## config.mk

```make
export PLATFORM = sky130hd
export DESIGN_NAME = comparador_serial_der_izq
export DESIGN_NICKNAME = d
export VERILOG_FILES = /design/src/rtl/comparador_serial_der_izq_pkg.sv /design/src/rtl/comparador_serial_der_izq_celda.sv /design/src/rtl/comparador_serial_der_izq.sv
export SDC_FILE = /design/constraint.sdc
export NUM_CORES = 1
export LEC_CHECK = 0
export ABC_AREA = 1
export BUFFER_PORTS_ARGS = -buffer_cell sky130_fd_sc_hd__buf_2
export CAP_MARGIN = 20
export CORE_AREA = 2 2 39 41
export CTS_BUF_LIST = sky130_fd_sc_hd__clkbuf_8 sky130_fd_sc_hd__clkbuf_16
export DETAILED_ROUTE_END_ITERATION = 10
export DIE_AREA = 0 0 41 43
export PLACE_DENSITY = 0.64
export SKIP_CTS_REPAIR_TIMING = 1
export SYNTH_ARGS = -nofsm -noshare
export SYNTH_HDL_FRONTEND = slang
export SYNTH_SLANG_ARGS = --single-unit
```

## constraint.sdc

```tcl
create_clock -name clk -period 1.6 [get_ports clk]
set_clock_uncertainty 0.15 [all_clocks]
set_input_delay 0.24 -clock clk [delete_from_list [all_inputs] [get_ports clk]]
set_output_delay 0.24 -clock clk [all_outputs]
set_load 0.005 [all_outputs]
```

## src/rtl/comparador_serial_der_izq_pkg.sv

```systemverilog
// Shared definitions for the right-to-left serial comparator and its left-to-right sibling.
// Provides the relation codes and the FSM state encoding.
package comparador_defs;

  localparam logic [1:0] REL_NONE  = 2'b00;
  localparam logic [1:0] REL_IGUAL = 2'b01;
  localparam logic [1:0] REL_MAYOR = 2'b10;
  localparam logic [1:0] REL_MENOR = 2'b11;

  typedef enum logic [1:0] {
    IDLE   = 2'b00,
    RECIBE = 2'b01,
    FIN    = 2'b10
  } estado_t;

endpackage

```

## src/rtl/comparador_serial_der_izq_celda.sv

```systemverilog
// Combinational next-relation cell: a differing bit pair overrides whatever the
// lower-order bits decided, an equal pair passes the incoming relation through.
module celda_der_izq
  import comparador_defs::*;
(
  input  logic [1:0] relation,
  input  logic       Ai,
  input  logic       Bi,
  output logic [1:0] next_relation
);

  always_comb begin
    next_relation = relation;
    if (Ai && !Bi) begin
      next_relation = REL_MAYOR;
    end else if (!Ai && Bi) begin
      next_relation = REL_MENOR;
    end
  end

endmodule

```

## src/rtl/comparador_serial_der_izq.sv

```systemverilog
// Bit-serial LSB-first magnitude comparator for two unsigned N-bit words.
// Optional macro COMPARADOR_ABORT_EN adds an abort input that cancels a word in RECIBE.
module comparador_serial_der_izq #(
  parameter  int N  = 8,
  localparam int CW = $clog2(N)
) (
  input  logic          clk,
  input  logic          rst_n,
  input  logic          start,
  input  logic          bit_valid,
  input  logic          Ai,
  input  logic          Bi,
`ifdef COMPARADOR_ABORT_EN
  input  logic          abort,
`endif
  output logic          busy,
  output logic          done,
  output logic [1:0]    resultado,
  output logic [CW-1:0] bit_count
);

  import comparador_defs::*;

  estado_t       r_state;
  estado_t       w_next_state;
  logic [1:0]    r_relation;
  logic [1:0]    r_resultado;
  logic [CW-1:0] r_bit_count;
  logic [1:0]    w_next_relation;
  logic          w_last_pair;
  logic          w_abort;

`ifdef COMPARADOR_ABORT_EN
  assign w_abort = abort;
`else
  assign w_abort = 1'b0;
`endif

  assign w_last_pair = (r_bit_count == CW'(N - 1)) && bit_valid;

  celda_der_izq u_celda (
    .relation      (r_relation),
    .Ai            (Ai),
    .Bi            (Bi),
    .next_relation (w_next_relation)
  );

  always_comb begin
    w_next_state = r_state;
    case (r_state)
      IDLE:    if (start) w_next_state = RECIBE;
      RECIBE: begin
        if (w_abort) begin
          w_next_state = IDLE;
        end else if (w_last_pair) begin
          w_next_state = FIN;
        end
      end
      FIN:     w_next_state = IDLE;
      default: w_next_state = IDLE;
    endcase
  end

  // The counter saturates on the last pair so it never wraps inside a word.
  always_ff @(posedge clk) begin
    if (!rst_n) begin
      r_state     <= IDLE;
      r_relation  <= REL_IGUAL;
      r_resultado <= REL_NONE;
      r_bit_count <= '0;
    end else begin
      r_state <= w_next_state;
      case (r_state)
        IDLE: begin
          if (start) begin
            r_bit_count <= '0;
            r_relation  <= REL_IGUAL;
          end
        end
        RECIBE: begin
          if (w_abort) begin
            r_bit_count <= '0;
          end else if (bit_valid) begin
            r_relation <= w_next_relation;
            if (w_last_pair) begin
              r_resultado <= w_next_relation;
            end else begin
              r_bit_count <= r_bit_count + CW'(1);
            end
          end
        end
        default: ;
      endcase
    end
  end

  assign busy      = (r_state == RECIBE);
  assign done      = (r_state == FIN);
  assign resultado = r_resultado;
  assign bit_count = r_bit_count;

endmodule

```

After elaboration in Yosys (flattened, before gate mapping)
Index checks and enable logic that the tools add are counted.
{ "word_totals": {"regBits": 9, "in_bits": 6, "output_inout_bits": 7} }
{ "classes": {"addsub": 1, "n_eq_ne": 7, "n_mux": 11, "reduce_logical": 11} }
{ "ops": {"columns": ["op", "count"], "rows": [
  ["$mux 2", 5],
  ["$mux 3", 3],
  ["$pmux 2 s2", 2],
  ["$ne 2x2->1 const B", 3],
  ["$pmux 3 s2", 1],
  ["$reduce_and 3->1", 2],
  ["$reduce_and 4->1", 1],
  ["$add 3x1->3 const B", 1],
  ["$eq 3x3->1 const B", 1],
  ["$logic_and 1x1->1", 3],
  ["$eq 2x1->1 const B", 1],
  ["$eq 2x2->1 const B", 1],
  ["$logic_not 1->1", 2],
  ["$logic_not 2->1", 1],
  ["$ne 2x1->1 const B", 1],
  ["$reduce_and 2->1", 1],
  ["$reduce_bool 2->1", 1]
]} }

Depth between registers and ports, before layout
Gate-level depths: netlist of the first run.
{ "depth": {"word_depth": 6, "ltp_mapped": 9} }

Hierarchy
From an unflattened synthesis of the first run, not the netlist that was laid out.
{ "unflattened": {"cells_unflattened": 67, "area_unflattened_um2": 436.7} }
{ "modules_own_cells": {"columns": ["mod", "n_inst", "cells_each", "area_per_inst_um2", "seq_area_each_um2"], "rows": [
  ["comparador_serial_der_izq", 1, 59, 401.6, 180.2],
  ["celda_der_izq", 1, 8, 35.0, 0.0]
]} }

Worst setup path after synthesis of the first run
OpenSTA, ideal clock, no wires.
{ "synth_path": {"path_kind": "register to register", "startpoint": "register r_bit_count[0] (netlist: bit_count[0])", "endpoint": "register r_bit_count[1] (netlist: bit_count[1])", "setup_ps": 113, "arrival_time_ps": 1119, "slack_ps": 218, "path_stages_with_launch": 9, "period_less_slack_ps": 1382, "path_cell_list": "dfxtp_1 > ha_1 > ha_1 > nand2_1 > inv_1 > nand2_2 > nand3_2 > nor2_1 > nor2_1"} }
{ "synth_between": {"elab_chain_cells": 4, "word_cells_on_any_way": 8, "cone_classes": "add/sub (1); eq/ne (2); mux (3); reduce/logical (2)"} }
{ "synth_rtl": {"columns": ["element", "line_no", "rtl"], "rows": [
  ["from (decl)", "comparador_serial_der_izq.sv:28", "logic [CW-1:0] r_bit_count;"],
  ["from (signal assigned)", "comparador_serial_der_izq.sv:88", "r_bit_count <= r_bit_count + CW'(1);"],
  ["$add 3x1->3 or $eq 3x3->1 (tied branches)", "comparador_serial_der_izq.sv:88, comparador_serial_der_izq.sv:39", null],
  ["$mux 3 or $logic_and 1x1->1 (tied branches)", "comparador_serial_der_izq.sv:85, comparador_serial_der_izq.sv:39", null],
  ["$mux 3 or $ne 2x2->1 (tied branches)", null, null],
  ["$pmux 3 s2 or $reduce_and 4->1 (tied branches)", null, null]
]} }
Several ways; a longest one is shown, not always the timed one. The select of a mux whose other input is x is not followed.
A chain may end at the register's enable or synchronous reset.

Worst setup path after layout of the first run
{ "layout_path": {"startpoint": "register r_bit_count[0] (netlist: bit_count[0])", "endpoint": "register r_resultado[1] (netlist: resultado[1])"} }
{ "layout_between": {"elab_chain_cells": 3} }
{ "layout_rtl": {"columns": ["element", "line_no", "rtl"], "rows": [
  ["$eq 3x3->1", "comparador_serial_der_izq.sv:39", "assign w_last_pair = (r_bit_count == CW'(N - 1)) && bit_valid;"],
  ["$logic_and 1x1->1", "comparador_serial_der_izq.sv:39", null],
  ["$reduce_and 3->1 (no line)", null, null],
  ["to (signal assigned)", "comparador_serial_der_izq.sv:86", "r_resultado <= w_next_relation;"],
  ["to (decl)", "comparador_serial_der_izq.sv:27", "logic [1:0] r_resultado;"]
]} }
No other way between the ends.

==> results of run 1 <==
-- kinds of logic after synthesis --
kind of cell             Yosys count  synth area share [%]
buffers and inverters             12                  9.38
flip-flops                         9                  37.5
adder cells (fa/ha/maj)            2                  5.21
AND/OR/NAND/NOR                   39                  39.6
AO/OA/AOI/OAI                      8                  8.33
-- through the flow --
stage | worst slack (ns) | power (mW) | setup TNS, ns
floorplan | 0.218 | 0.302 | 0
global placement | 0.158 | 0.327 | 0
detailed placement | 0.125 | 0.328 | 0
CTS | 0.106 | 0.600 | 0
global route | -0.00135 | 0.633 | -0.00135
finish | 0.130 | 0.597 | 0
-- cells in the mapped netlist (all sizes together) --
| cell type | count | area, um2 |
|---|---|---|
| a21oi | 5 | 25.0 |
| dfxtp | 9 | 180 |
| ha | 2 | 25.0 |
| inv | 12 | 45.1 |
| nand2 | 17 | 76.3 |
| nand3 | 3 | 25.0 |
| nor2 | 18 | 82.6 |
| o21ai | 3 | 15.0 |
| or2 | 1 | 6.26 |
-- final cells by class --
type	count	area [um2]	area share, %
tap	16	20.0	3.22
clock buffer	3	41.3	6.64
sequential	9	180	29.0
clock inverter	1	5.00	0.805
multi-input combinational	49	263	42.3
inverter	12	45.0	7.24
timing repair buffer	13	67.6	10.9
-- how the worst max path moves through the flow --
stage | slack (ns) | end | depth (start not counted)
floorplan | 0.22 | bit_count[1]$_SDFFE_PN0P_ | 8
global placement | 0.16 | bit_count[2]$_SDFFE_PN0P_ | 8
detailed placement | 0.13 | bit_count[1]$_SDFFE_PN0P_ | 8
CTS | 0.11 | bit_count[1]$_SDFFE_PN0P_ | 8
global route | -0.001 | bit_count[1]$_SDFFE_PN0P_ | 9
finish | 0.13 | resultado[1]$_SDFFE_PN0P_ | 8
-- worst reg2reg max path: cells and delay by family, from the launching register on --
family,cells,cell delay [ns]
AND/OR/NAND/NOR,4,0.30
adder cells (fa/ha/maj),2,0.30
buffers and inverters,2,0.25
flip-flops,1,0.36
-- power by group --
| group | switching, mW | leakage, nW | internal (mW) |
|---|---|---|---|
| logic | 0.0482 | 0.239 | 0.0347 |
| registers | 0.00932 | 0.0736 | 0.235 |
| clock network | 0.0997 | 0.0255 | 0.171 |
-- flip-flops by register name, indices dropped and copies added, names as in the netlist --
name / flops
r_relation: 2
resultado: 2
r_state: 2
bit_count: 3
-- metal layers --
layer / part of all wire, % / vias to the layer above / wire length (um) / global-route usage (%)
met3: 7.6 / 2 / 73 / 10.5
met1: 44 / 192 / 420 / 14.8
met5: 0 / - / 0 / 0
li1: - / 245 / - / -
met2: 47 / 10 / 454 / 17.5
met4: 1.0 / 0 / 10 / 4.00
==> results by group, run 1 <==
Outcome
  – Status: finished clean

Synth
  – Yosys Warn Count: 0
  – Cells after Synth: 70
  – Syn Nets: 78
  – Netlist cell types: 15
  – Synthesis-stage register bit count: 9
  – Synthesized area: 480 um2
  – Avg Inst Size Synth: just under 7 um2
  – Register area share after synthesis: a little under two fifths

Global routing
  – Total track usage: between 10% and 20%
  – Global-route wire length before repair: 1480 um
  – Initial antenna violation count: 0
  – Largest net degree at the start of global routing: 9
  – Vias in the first global route: roughly 380
  – Overflow after GRT: 0

Layout
  – # diodes: 0
  – Share of layout cells above drive strength 1: roughly a third
  – Synth-to-layout area growth: 29.4%
  – Design area: slightly above 600 um2
  – Nets: 96
  – Most frequent cells in the layout: nor2_1 (14), nand2_1 (14), buf_2 (12)
  – Final Util: roughly 45%
  – Fillers: between 150 and 200
  – Layout Cells excl Fill: roughly 100

Setup path
  – Critical path arrival: ~1.5 ns
  – Worst R2R Setup Slack: about 0.13 ns
  – Max stage delay on crit path: around 0.36 ns
  – Crit path max-delay family: flip-flops
  – CP Buf/Inv Count: 2
  – CP startpoint kind: register
  – Slowest-stage cell, CP: dfxtp_1
  – Reg2reg start: bit_count[0]$_SDFFE_PN0P_
  – R2r endpoint: resultado[1]$_SDFFE_PN0P_
  – CP Capture Type: register
  – Crit Path Max Fanout: 4
  – Worst setup path category: register to register
  – CP required: 1.58 ns
  – Crit path cell chain: ha_1 > ha_1 > nand2_1 > inv_1 > nand2_2 > buf_4 > nor2_1 > nor2_1
  – Reg2Reg Depth: 8
  – CP Launch Point: bit_count[0]$_SDFFE_PN0P_

Timing
  – Worst-margin pin slew: between 0.2 and 0.25 ns
  – Final Hold Fails: 0
  – Final Max Tran Viols: 0
  – Fin Hold WS: approximately 0.12 ns
  – Slew HR: between 80 and 90%
  – Min Tclk post-route: approximately 1.5 ns
  – Fin crit share: just over 90%
  – Setup Viol. Count Final: 0
  – F_max: approximately 680 MHz

Route
  – Remaining DRCs: 0
  – DR pass1 iterations: 4
  – Initial drt markers: 6
  – Routed via count: 449
  – Antenna Violating Nets Remaining: 0
  – Vias per cell: 4.36
  – Final wirelength: 959 um
  – Drt wl/cell: 9.31 um

Die
  – FP Rows: 14
  – Die H: about 43 um
  – Die width: about 41 um
  – Initial core utilization: between 30% and 40%
  – Die area: between 1500 and 2000 um2
  – Core area: approximately 1400 um2
  – I/O pin cnt: 13

Placed design
  – Dpl cells: 98
  – DP HPWL: slightly above 700 um
  – PortBufs: 12
  – RePlAce Congestion: around 0.69
  – Cell area after placement: 561 um2

Clock tree
  – CTS sink count: 9
  – CTS tree: done
  – # H-tree levels: 1
  – Num CTS Buffers: 3
  – Worst skew pair latency: 0.24 ns
  – Clk slew on worst S/H paths: around 0.050 ns
  – Max Buffers Root-to-Sink: 2
  – Root Buffer: clkbuf_8

Job
  – # Max-Cap Violations: 0

Worst hold path
  – Min-Delay Path Class: input pin to register
  – Hold Path End: r_relation[0]$_SDFFE_PN1P_
  – Worst Hold Depth: 2
  – Hold Startpoint: rst_n

Pwr
  – Power density cells: approximately 960 nW/um2
  – Leak pwr: approximately 0.34 nW
  – Worst ir drop on vdd: approximately 0.00052 V
Power figures use the tool's default switching activity.
==> run 2: changes to the inputs <==
PLACE_DENSITY = 0.67   (was 0.64)
clock period = 1.3 ns   (was 1.6 ns; I/O delays follow)
==> results by group, run 2 (synthesis gave the netlist of run 1 again) <==
Outcome
  – Status: finished, violations left
  – Failing checks: setup timing

Timing
  – Unrepaired setup endpoints after global routing: true
  – Min Tclk post-route: 1.35 ns (-0.116 ns)
  – Final Hold Fails: 0 (unchanged)
  – Setup Viol. Count Final: 4 (+4)
  – PnR worst setup slack: -0.0545 ns (-0.184 ns)
  – Fin crit share: 104% (+12 points)
  – Slew HR: 84.7% (+0.31 points)
  – Worst-margin pin slew: 0.229 ns (-0.00466 ns)
  – F_max: 738 MHz (+8.6%)
  – Final Max Tran Viols: 0 (unchanged)

Layout
  – # diodes: 0 (unchanged)
  – Design area: 694 um2 (+12%)
  – Layout Cells excl Fill: 105 (+1.9%)
  – Final Util: 50.2% (+5.2 points)
  – Nets: 98 (+2.1%)
  – Synth-to-layout area growth: 44.5%
  – Share of layout cells above drive strength 1: 44.9% (+13 points)
  – Max FFs per register: 3 (unchanged)
  – Most frequent cells in the layout: nor2_1 (12), buf_2 (12), nand2_1 (11)

Die
  – Die width: 41 um (unchanged)
  – I/O pin cnt: 13 (unchanged)
  – Die H: 43 um (unchanged)
  – Die area: 1760 um2 (unchanged)
  – FP Rows: 14 (unchanged)
  – Core area: 1380 um2 (unchanged)
  – Initial core utilization: 34.7% (unchanged)

Global routing
  – Overflow after GRT: 0 (unchanged)
  – Vias in the first global route: 441 (+18%)
  – Global-route wire length before repair: 1780 um (+21%)
  – Total track usage: 15.4% (+2.5 points)
  – Largest net degree at the start of global routing: 9 (unchanged)
  – Initial antenna violation count: 0 (unchanged)

Placed design
  – PortBufs: 12 (unchanged)
  – DP HPWL: 785 um (+8.4%)
  – Cell area after placement: 616 um2 (+9.8%)
  – RePlAce Congestion: 0.761 (+11%)
  – Dpl cells: 100 (+2.0%)

Setup path
  – CP required: 1.32 ns (-0.26 ns)
  – Critical path arrival: 1.38 ns (-0.07 ns)
  – CP Capture Type: register
  – CP startpoint kind: register
  – Crit Path Max Fanout: 4 (unchanged)
  – Worst setup path category: register to register

Pwr
  – Worst ir drop on vdd: 0.000669 V (+28%)
  – Power density cells: 1090 nW/um2 (+14%)
  – Total Power: 0.760 mW (+27%)
  – Leak pwr: 0.363 nW (+7.6%)

Route
  – Initial drt markers: 11 (+5)
  – Final wirelength: 1060 um (+10%)
  – Routed via count: 478 (+6.5%)
  – Drt wl/cell: 10.0 um (+7.9%)
  – Vias per cell: 4.55 (+4.4%)
  – Remaining DRCs: 0 (unchanged)
  – DR pass1 iterations: 4 (unchanged)
  – Antenna Violating Nets Remaining: 0 (unchanged)

Worst hold path
  – Min-Delay Path Class: input pin to register

Clock tree
  – CTS tree: done
  – CTS sink count: 9 (unchanged)
  – Num CTS Buffers: 3 (unchanged)
  – Worst skew pair latency: 0.24 ns (about the same)
  – # H-tree levels: 1 (unchanged)
  – Max Buffers Root-to-Sink: 2 (unchanged)
  – Root Buffer: clkbuf_8
  – Clk slew on worst S/H paths: 0.05 ns (about the same)

Job
  – # Max-Cap Violations: 0 (unchanged)
[run 2: per-layer routing]
metal | share of wire [%] | vias up | track usage (%)
li1 | - | 254 | -
met1 | 45 | 211 | 18.4
met2 | 48 | 9 | 22.5
met3 | 4.1 | 4 | 6.28
met4 | 2.7 | 0 | 8.00
met5 | 0 | - | 0
[run 2: metrics by stage]
step                      setup TNS, ns  hold slack [ns]  setup slack [ns]
after floorplan                 -0.0209            0.114           -0.0187
after global placement          -0.0817            0.298           -0.0365
after detailed placement         -0.137            0.304           -0.0563
after CTS                        -0.203           0.0689           -0.0524
after global routing             -0.488           0.0683            -0.131
final                            -0.115           0.0702           -0.0545
[run 2: report_power, final]
group	switching, mW	internal [mW]
logic	0.0695	0.0541
clock network	0.125	0.207
registers	0.0134	0.290
[run 2: final timing paths]
check                              from                         end  slack, ns  cells after the start
max           bit_count[1]$_SDFFE_PN0P_   bit_count[1]$_SDFFE_PN0P_      -0.05                      9
min                               rst_n  r_relation[0]$_SDFFE_PN1P_       0.07                      2
max reg2reg   bit_count[1]$_SDFFE_PN0P_   bit_count[1]$_SDFFE_PN0P_      -0.05                      9
min reg2reg  r_relation[1]$_SDFFE_PN0P_  r_relation[1]$_SDFFE_PN0P_       0.33                      2
[run 2: critical path, stage by stage (launching register included)]
cell and delay, ns:
dfxtp_2 0.33, ha_4 0.16, ha_4 0.15, nand2_4 0.07, inv_4 0.04, nand2_4 0.06, nand3_4 0.09, nand2_2 0.09
nand2_2 0.04, nor2_1 0.09
[run 2: final cells by class]
cell class	count	area, um2
clock buffer	3	41.3
clock inverter	1	3.75
sequential	9	184
inverter	12	47.5
multi-input combinational	49	315
fill	137	689
tap	16	20.0
timing repair buffer	15	82.6
==> run 3: changes to the inputs <==
CELL_PAD_IN_SITES_DETAIL_PLACEMENT = 1   (was default)
CELL_PAD_IN_SITES_GLOBAL_PLACEMENT = 1   (was default)
CORE_AREA = default   (was 2 2 39 41)
CORE_UTILIZATION = 30   (was default)
DIE_AREA = default   (was 0 0 41 43)
PLACE_DENSITY = 0.76   (was 0.67)
==> results by group, run 3 (synthesis gave the netlist of run 1 again) <==
Outcome
  – Status: finished, violations left
  – Failing checks: setup timing

Layout
  – Most common cell after layout, fill and taps aside: buf_2
  – Synth-to-layout area growth: 50.0%
  – Most frequent cells in the layout: buf_2 (12), nor2_1 (11), nand2_1 (11)
  – Fillers: 187 (+36%)
  – # diodes: 0 (unchanged)
  – Share of layout cells above drive strength 1: 48.4% (+3.4 points)
  – Max FFs per register: 3 (unchanged)
  – Nets: 100 (+2.0%)

Clock tree
  – Root Buffer: clkbuf_8
  – # H-tree levels: 1 (unchanged)
  – Clk slew on worst S/H paths: 0.05 ns (about the same)
  – CTS sink count: 9 (unchanged)
  – Worst skew pair latency: 0.23 ns (about the same)
  – CTS tree: done
  – Num CTS Buffers: 3 (unchanged)
  – Max Buffers Root-to-Sink: 2 (unchanged)

Timing
  – Worst-margin pin slew: 0.236 ns (+0.00659 ns)
  – PnR worst setup slack: -0.0577 ns (-0.00312 ns)
  – Final Max Tran Viols: 0 (unchanged)
  – Fin Hold WS: 0.0883 ns (+0.0180 ns)
  – Min Tclk post-route: 1.36 ns (+0.00312 ns)
  – Slew HR: 84.3% (-0.44 points)
  – Unrepaired setup endpoints after global routing: true
  – F_max: 737 MHz (-0.23%)
  – Fin crit share: 104% (+0.24 points)
  – Final Hold Fails: 0 (unchanged)
  – Setup Viol. Count Final: 4 (unchanged)

Global routing
  – Total track usage: 15.7% (+0.33 points)
  – Largest net degree at the start of global routing: 9 (unchanged)
  – Overflow after GRT: 0 (unchanged)
  – Vias in the first global route: 509 (+15%)
  – Initial antenna violation count: 0 (unchanged)
  – Global-route wire length before repair: 2090 um (+17%)

Setup path
  – Slowest-stage cell, CP: dfxtp_2
  – Worst setup path category: register to register
  – Critical path arrival: 1.33 ns (-0.05 ns)
  – CP startpoint kind: register
  – Crit Path Max Fanout: 2 (-2)
  – CP required: 1.27 ns (-0.05 ns)
  – Crit path cell chain: ha_4 > ha_4 > nand2_4 > inv_4 > nand2_4 > buf_4 > nor2_4 > nor2_1
  – Max stage delay on crit path: 0.35 ns (+0.02 ns)
  – CP Capture Type: register

Die
  – Core area: 1510 um2 (+8.9%)
  – FP Rows: 14 (unchanged)
  – Initial core utilization: 31.9% (-2.8 points)
  – I/O pin cnt: 13 (unchanged)
  – Die H: 42.0 um (-2.3%)
  – Die width: 42.0 um (+2.5%)
  – Die area: 1770 um2 (+0.15%)

Route
  – Initial drt markers: 4 (-7)
  – Antenna Violating Nets Remaining: 0 (unchanged)
  – Vias per cell: 4.70 (+3.3%)
  – Routed via count: 503 (+5.2%)
  – Drt wl/cell: 12.6 um (+26%)
  – Remaining DRCs: 0 (unchanged)
  – Final wirelength: 1350 um (+28%)
  – DR pass1 iterations: 2 (-2)

Pwr
  – Total Power: 0.761 mW (+0.11%)
  – Worst ir drop on vdd: 0.000675 V (+0.94%)
  – Leak pwr: 0.373 nW (+2.6%)
  – Power density cells: 1060 nW/um2 (-3.5%)

Placed design
  – RePlAce Congestion: 0.752 (-1.2%)
  – DP HPWL: 959 um (+22%)
  – Place WS: -0.0556 ns (+0.000654 ns)
  – PortBufs: 12 (unchanged)

Worst hold path
  – Min-Delay Path Class: input pin to register

Job
  – # Max-Cap Violations: 0 (unchanged)
## run 3: cell types whose count changed in the layout (fill, tap and decap cells not counted), sizes merged
cell / delta
buf: +2
## run 3: where the power goes
group	leakage, nW	switching [mW]	internal, mW
logic	0.271	0.0747	0.0557
clock network	0.0269	0.120	0.207
registers	0.0753	0.0145	0.290
total	0.373	0.209	0.552
## run 3: cell type report
type	count	area, um2	share of cell area (%)
inverter	12	47.5	6.60
clock buffer	3	41.3	5.73
timing repair buffer	17	97.6	13.5
multi-input combinational	49	323	44.8
clock inverter	1	3.75	0.521
sequential	9	188	26.0
tap	16	20.0	2.78
## run 3: path summary, 6_finish.rpt
check / start / end / slack [ns] / depth (start not counted)
setup / recovery: bit_count[1]$_SDFFE_PN0P_ / resultado[1]$_SDFFE_PN0P_ / -0.06 / 8
hold / removal: rst_n / r_relation[0]$_SDFFE_PN1P_ / 0.09 / 2
setup reg to reg: bit_count[1]$_SDFFE_PN0P_ / resultado[1]$_SDFFE_PN0P_ / -0.06 / 8
hold reg to reg: r_relation[1]$_SDFFE_PN0P_ / r_relation[1]$_SDFFE_PN0P_ / 0.32 / 2
## run 3: metal layers
metal / GRT usage [%] / share of wire, %
met5: 0 / 0
met3: 4.31 / 2.4
met1: 18.6 / 45
met4: 7.50 / 1.6
met2: 26.3 / 51
## run 3: critical path, delay by kind of cell, from the launching register on
| family | cells | cell delay, ns |
|---|---|---|
| simple gates | 4 | 0.25 |
| buf+inv | 2 | 0.22 |
| fa+ha+maj | 2 | 0.27 |
| flops | 1 | 0.35 |
## run 3: through the flow
stage	cells	utilization, %	area [um2]	setup TNS, ns
2_1_floorplan	70	-	520	-0.0209
3_3_place_gp	101	41.4	623	-0.0496
3_5_place_dp	101	41.4	623	-0.177
4_1_cts	105	44.4	668	-0.286
5_1_grt	107	47.8	721	-0.426
6_report	107	47.8	721	-0.162
